[src/rtl/imm_ext_pkg.sv]
// Shared definitions for the immediate-extension pipeline: mode encodings,
// the S1 payload layout and the branch offset shift.
package imm_ext_pkg;

    typedef enum logic [1:0] {
        IMM_DP_ROT = 2'b00,
        IMM_LS12   = 2'b01,
        IMM_BR     = 2'b10,
        IMM_HALF   = 2'b11
    } imm_mode_e;

    localparam int BR_SHIFT = 2;

    // The tag travels beside this payload because its width is a module parameter.
    typedef struct packed {
        imm_mode_e   mode;
        logic [23:0] imm;
        logic        carry;
    } s1_payload_t;

endpackage

[src/rtl/imm_rotator.sv]
// Combinational rotator: imm8 rotated right by 2*rot4 within 32 bits,
// plus the bit that becomes the shifter carry-out.
module imm_rotator (
    input  logic [7:0]  imm8,
    input  logic [3:0]  rot4,
    output logic [31:0] rot_val,
    output logic        carry_o
);

    logic [31:0] base;
    logic [4:0]  amt;

    assign base = {24'd0, imm8};
    assign amt  = {rot4, 1'b0};
    // A left shift by 32 yields zero, so amt == 0 needs no special case.
    assign rot_val = (base >> amt) | (base << (6'd32 - {1'b0, amt}));
    assign carry_o = rot_val[31];

endmodule

[src/rtl/imm_extend_pipe.sv]
// Two-stage immediate-extension pipeline (S1 raw fields, S2 extended result).
// Define IMM_ROT_EN to enable the mode-00 rotate and shifter carry-out.
module imm_extend_pipe
    import imm_ext_pkg::*;
#(
    parameter int DATA_W = 32,
    parameter int TAG_W  = 8
) (
    input  logic              clk,
    input  logic              reset,
    input  logic              in_valid,
    output logic              in_ready,
    input  logic [23:0]       instr_imm,
    input  logic [1:0]        imm_src,
    input  logic              carry_in,
    input  logic [TAG_W-1:0]  tag_in,
    input  logic              flush,
    output logic              out_valid,
    input  logic              out_ready,
    output logic [DATA_W-1:0] ext_imm,
    output logic              shifter_carry,
    output logic [TAG_W-1:0]  tag_out
);

    // Handshake: a beat moves on valid && ready at the rising edge; the
    // producer never waits for ready before raising valid, and ready never
    // depends on the same-side valid.
    logic              s1_valid_q, s1_valid_d;
    s1_payload_t       s1_q, s1_d;
    logic [TAG_W-1:0]  s1_tag_q;
    logic              out_valid_q, out_valid_d;
    logic [DATA_W-1:0] ext_q, ext_d;
    logic              carry_q, carry_d;
    logic [TAG_W-1:0]  tag_q;
    logic              s1_adv;
    logic              accept;

    assign s1_adv   = s1_valid_q && (!out_valid_q || out_ready);
    assign in_ready = !reset && !flush && (!s1_valid_q || s1_adv);
    assign accept   = in_valid && in_ready;

    assign s1_d.mode  = imm_mode_e'(imm_src);
    assign s1_d.imm   = instr_imm;
    assign s1_d.carry = carry_in;

`ifdef IMM_ROT_EN
    logic [31:0] rot_val;
    logic        rot_carry;

    imm_rotator u_rot (
        .imm8    (s1_q.imm[7:0]),
        .rot4    (s1_q.imm[11:8]),
        .rot_val (rot_val),
        .carry_o (rot_carry)
    );
`endif

    always_comb begin
        ext_d   = '0;
        carry_d = s1_q.carry;
        case (s1_q.mode)
            IMM_DP_ROT: begin
`ifdef IMM_ROT_EN
                ext_d = DATA_W'(rot_val);
                if (s1_q.imm[11:8] != 4'd0) carry_d = rot_carry;
`else
                ext_d = DATA_W'(s1_q.imm[7:0]);
`endif
            end
            IMM_LS12: ext_d = DATA_W'(s1_q.imm[11:0]);
            IMM_BR:   ext_d = {{(DATA_W-24-BR_SHIFT){s1_q.imm[23]}}, s1_q.imm, {BR_SHIFT{1'b0}}};
            IMM_HALF: ext_d = DATA_W'({s1_q.imm[11:8], s1_q.imm[3:0]});
        endcase
    end

    // Flush wins over everything; a result taken in the flush cycle is simply gone.
    always_comb begin
        s1_valid_d  = s1_valid_q;
        out_valid_d = out_valid_q;
        if (flush) begin
            s1_valid_d  = 1'b0;
            out_valid_d = 1'b0;
        end else begin
            if (accept)      s1_valid_d = 1'b1;
            else if (s1_adv) s1_valid_d = 1'b0;
            if (s1_adv)         out_valid_d = 1'b1;
            else if (out_ready) out_valid_d = 1'b0;
        end
    end

    always_ff @(posedge clk or posedge reset) begin
        if (reset) begin
            s1_valid_q  <= 1'b0;
            s1_q        <= '0;
            s1_tag_q    <= '0;
            out_valid_q <= 1'b0;
            ext_q       <= '0;
            carry_q     <= 1'b0;
            tag_q       <= '0;
        end else begin
            s1_valid_q  <= s1_valid_d;
            out_valid_q <= out_valid_d;
            if (accept) begin
                s1_q     <= s1_d;
                s1_tag_q <= tag_in;
            end
            if (s1_adv) begin
                ext_q   <= ext_d;
                carry_q <= carry_d;
                tag_q   <= s1_tag_q;
            end
        end
    end

    assign out_valid     = out_valid_q;
    assign ext_imm       = ext_q;
    assign shifter_carry = carry_q;
    assign tag_out       = tag_q;

endmodule

[config.mk]
export PLATFORM = sky130hd
export DESIGN_NAME = imm_extend_pipe
export DESIGN_NICKNAME = d
export VERILOG_FILES = /design/src/rtl/imm_ext_pkg.sv /design/src/rtl/imm_rotator.sv /design/src/rtl/imm_extend_pipe.sv
export SDC_FILE = /design/constraint.sdc
export NUM_CORES = 1
export LEC_CHECK = 0
export CAP_MARGIN = 20
export CORE_UTILIZATION = 51
export CTS_CLUSTER_SIZE = 10
export DETAILED_ROUTE_END_ITERATION = 8
export GPL_TIMING_DRIVEN = 0
export PLACE_DENSITY = 0.83
export SETUP_SLACK_MARGIN = 0.3
export SLEW_MARGIN = 20
export SYNTH_ARGS = -nofsm -noshare
export SYNTH_HDL_FRONTEND = slang
export SYNTH_HIERARCHICAL = 1
export SYNTH_SLANG_ARGS = --single-unit
[constraint.sdc]
create_clock -name clk -period 6.5 [get_ports clk]
set_input_delay 0.975 -clock clk [delete_from_list [all_inputs] [get_ports clk]]
set_output_delay 0.975 -clock clk [all_outputs]
set_load 0.005 [all_outputs]
=== Word-level counts from Yosys, hierarchy flattened ===
Index checks and enable logic that the tools add are counted.

* Multiplexer cells: 7
* Reduce and logical (&&, ||, !) cells: 13
* Equal/unequal tests: 3

{| class="wikitable"
|+ Operators by type and width
! kind !! number
|-
| $pmux 32 s4 || 1
|-
| $mux 1 || 6
|-
| $reduce_bool 3->1 || 2
|-
| $eq 2x2->1 const B || 2
|-
| $logic_and 1x1->1 || 4
|-
| $logic_not 1->1 || 4
|-
| $eq 2x1->1 const B || 1
|-
| $logic_not 2->1 || 1
|-
| $logic_or 1x1->1 || 2
|}

* Input port bits: 40
* Register bits after elaboration: 78

=== Longest topological paths before layout ===
* Word-level depth: 8
* Depth in mapped cells: 6
* Gate-level depth less buffers: 3

=== Worst setup path before layout ===
No wires, ideal clock.

* Path kind: input-to-output
* Start: input port out_ready
* End: output port in_ready
* Stages: 2
* Path buffers: 0
* Arrival: 1.350 ns
* Data required time: 5.525 ns
* Path slack: 4.175 ns
* Cells stage by stage: nand3b_1 -> and2_1

* Cells in the longest elaborated chain, start to end: 4

{| class="wikitable"
|+ RTL lines
! element !! line !! source
|-
| start: declaration || imm_extend_pipe.sv:19 || <nowiki>input logic out_ready,</nowiki>
|-
| $logic_or 1x1->1 || imm_extend_pipe.sv:38 || <nowiki>assign s1_adv = s1_valid_q && (!out_valid_q || out_ready);</nowiki>
|-
| $logic_and 1x1->1 || imm_extend_pipe.sv:38 ||
|-
| $logic_or 1x1->1 || imm_extend_pipe.sv:39 || <nowiki>assign in_ready = !reset && !flush && (!s1_valid_q || s1_adv);</nowiki>
|-
| $logic_and 1x1->1 || imm_extend_pipe.sv:39 ||
|-
| end: declaration || imm_extend_pipe.sv:12 || <nowiki>output logic in_ready,</nowiki>
|}

Every way passes these cells.

=== Final worst setup path ===
* Start: input port reset
* End: output port in_ready

* Cells in the longest elaborated chain, start to end: 3

{| class="wikitable"
|+ RTL lines
! element !! line !! source
|-
| start: declaration || imm_extend_pipe.sv:10 || <nowiki>input logic reset,</nowiki>
|-
| $logic_not 1->1 (no source line) || n/a ||
|-
| $logic_and 1x1->1 (2 in series) || imm_extend_pipe.sv:39 ||
|}

Every way passes these cells.

==> flow_summary.ini <==
[sta]
period_minus_slack_ns = 3.38
fmax_mhz = 296
setup_viol = 0
rsz0062_at_grt = false
setup_tns_ns = 0
slew_viol_final = 0
period_share_pct = 52.0
hold_viol = 0
slew_headroom_pct = 68.5
clock_skew_ns = 0.00732
worstMarginPinSlew_ns = 0.473

[pwr]
switchingPower_w = 0.000330
p_int_w = 0.000931
pwr-share-comb_pct = 28.1
ir_drop_mv = 0.196
leakage_nw = 1.75
p_per_area_nw_per_um2 = 307
p_seq_share_pct = 48.9
swShare_pct = 26.2
clockPowerShare_pct = 23.1
total_power_w = 0.00126

[yosys]
synth_top_flop_cell = dfrtp_1
syn-cell-area_um2 = 3020
ys_warn_count = 6
synth_cells = 233
synth_cell_types = 21
synth_edf_count = 0
syn_nets = 273
ys_ff_latch = 72
yosysSeqAreaShare_pct = 59.7
avgSynthCellArea_um2 = 13.0
async_flop_share_pct = 100

[cts]
insertion_delay_ns = 0.33
clock_path_buffers = 2
cts_tree = yes
clock_sinks = 72
ctsHoldBuffers = 0
cts_setup_buffers = 0
cts_buffers = 9
cts_resized = 0
path_clk_slew_ns = 0.06
htreeDepth = 3
cts_root_buf = clkbuf_8

[global_route]
gr-total-overflow = 0
antenna_found_initial = 0
grt_max_degree = 49
grt_pass1_vias = 2176
grt_util_all_layers_pct = 23.1
grt_pass1_wl_um = 10600

[critical_path]
crit_type = input port to output port
crit_required_ns = 5.52
worst-path-max-fanout = 2
startpoint_type = input port
cpLargestDelayFamily = buffers and inverters
crit_path_end_kind = output port
path_common_cell = clkdlybuf4s50_1
crit_chain = clkdlybuf4s50_1, nor2_1, and2_1, clkdlybuf4s50_1
path_buf_inv = 2
cpMaxStageDelayCell = clkdlybuf4s50_1
slowest_delay_ns = 0.49
rrSetupSlack_ns = 4.94
cp_data_arrival_time_ns = 2.40

[floorplanning]
start_util_pct = 53.8
num_io_pins = 83
dieHeight_um = 78.9
core.rowCount = 27
die_area_um2 = 6230
die_w_um = 78.9
core-area_um2 = 5610

[layout]
fin_nets = 367
n_fill_cell = 404
area_growth_pct = 36.3
drive_above_1_share_pct = 23.6
n_antenna_cell = 0

[status]
status = complete, no violations

[placed_design]
routabilityCongestion = 0.738
hpwl_um = 4770
port_buffers = 82

[routing]
vias_per_cell = 5.33
drc = 0
wl_um = 6570
first_pass_iters = 4
antenna_left = 0
num_vias = 2143
drt_iter0_markers = 138
wl_per_cell_um = 16.3

[hold_path]
hold_class = register to register

[flow_run]
drv_cap = 0
==> metrics by stage <==
stage	setup slack (ns)	hold WS (ns)	cell area [um2]	util, %	cells
floorplan	3.70	0.474	3020	-	233
global placement	2.54	0.481	3930	70.1	387
detailed placement	3.09	0.491	3960	70.6	388
CTS	3.09	0.506	4110	73.3	402
global route	3.04	0.513	4110	73.3	402
finish	3.12	0.501	4110	73.3	402
==> layout make-up <==
type	count	area [um2]	share of cell area (%)
sequential	72	1800	43.8
multi-input combinational	120	992	24.1
timing repair buffer	83	848	20.6
buffer	23	156	3.80
clock buffer	13	149	3.62
tap	72	90.1	2.19
inverter	18	70.1	1.70
clock inverter	1	5.00	0.122
==> flip-flops by register name, indices dropped and copies added, names as in the netlist <==
signal	count
carry_d	1
ext_imm	26
out_valid	1
s1_q	26
s1_tag_q	8
s1_valid_q	1
shifter_carry	1
tag_out	8
==> power by group through the flow <==
| stage | Clock, W | Sequential [W] | Combinational [W] |
|---|---|---|---|
| after floorplan | 0 | 0.000614 | 0.000155 |
| after global placement | 0 | 0.000618 | 0.000342 |
| after detailed placement | 0 | 0.000623 | 0.000355 |
| after CTS | 0.000297 | 0.000616 | 0.000358 |
| after global routing | 0.000317 | 0.000628 | 0.000383 |
| final | 0.000291 | 0.000616 | 0.000354 |
==> routing by layer <==
layer	share of wire, %	vias to the layer above	global-route usage [%]
li1	-	992	-
met1	42	1074	28.7
met2	52	67	39.7
met3	4.5	10	3.79
met4	1.5	0	10.7
met5	0	-	0
==> cells in the final DEF (no fill, tap or decap), drive strengths merged, types with 2 or more instances in the layout <==
cell and count:
nor2b 2, a21oi 17, clkdlybuf4s50 82, mux2i 6, buf 15, nand4 14
and2 2, nand4b 2, inv 18, mux2 48, a22oi 4, nor2 5
clkbuf 22, o21ai 17, dfrtp 72
==> logic make-up after synthesis <==
| kind of cell | Yosys count | share of synthesized area, % |
|---|---|---|
| compound gates | 38 | 6.63 |
| buf+inv | 41 | 7.42 |
| flops | 72 | 59.7 |
| mux | 54 | 20.0 |
| simple gates | 28 | 6.22 |
==> Yosys cell counts (2+ instances only) <==
library cell | count | area (um2)
mux2_2 | 47 | 529
dfrtp_1 | 72 | 1800
buf_4 | 7 | 52.6
a21oi_1 | 17 | 85.1
a22oi_1 | 4 | 30.0
mux2i_1 | 6 | 60.1
o21ai_0 | 17 | 85.1
nor2_1 | 5 | 18.8
buf_2 | 3 | 15.0
nand4_1 | 14 | 87.6
clkbuf_1 | 8 | 30.0
nor2b_1 | 2 | 12.5
inv_1 | 18 | 67.6
buf_6 | 4 | 45.0
nand4b_1 | 2 | 17.5
and2_1 | 2 | 12.5
==> final timing paths <==
check                       startpoint           to  cells past startpoint
max                              reset     in_ready                      4
max reg2reg                 s1_valid_q      s1_q[8]                      5
max in group asynchronous        reset   ext_imm[4]                      3
min reg2reg                s1_tag_q[0]  s1_tag_q[0]                      1
min in group asynchronous        reset  ext_imm[21]                      2
min                        s1_tag_q[0]  s1_tag_q[0]                      1
Power figures use the tool's default switching activity.
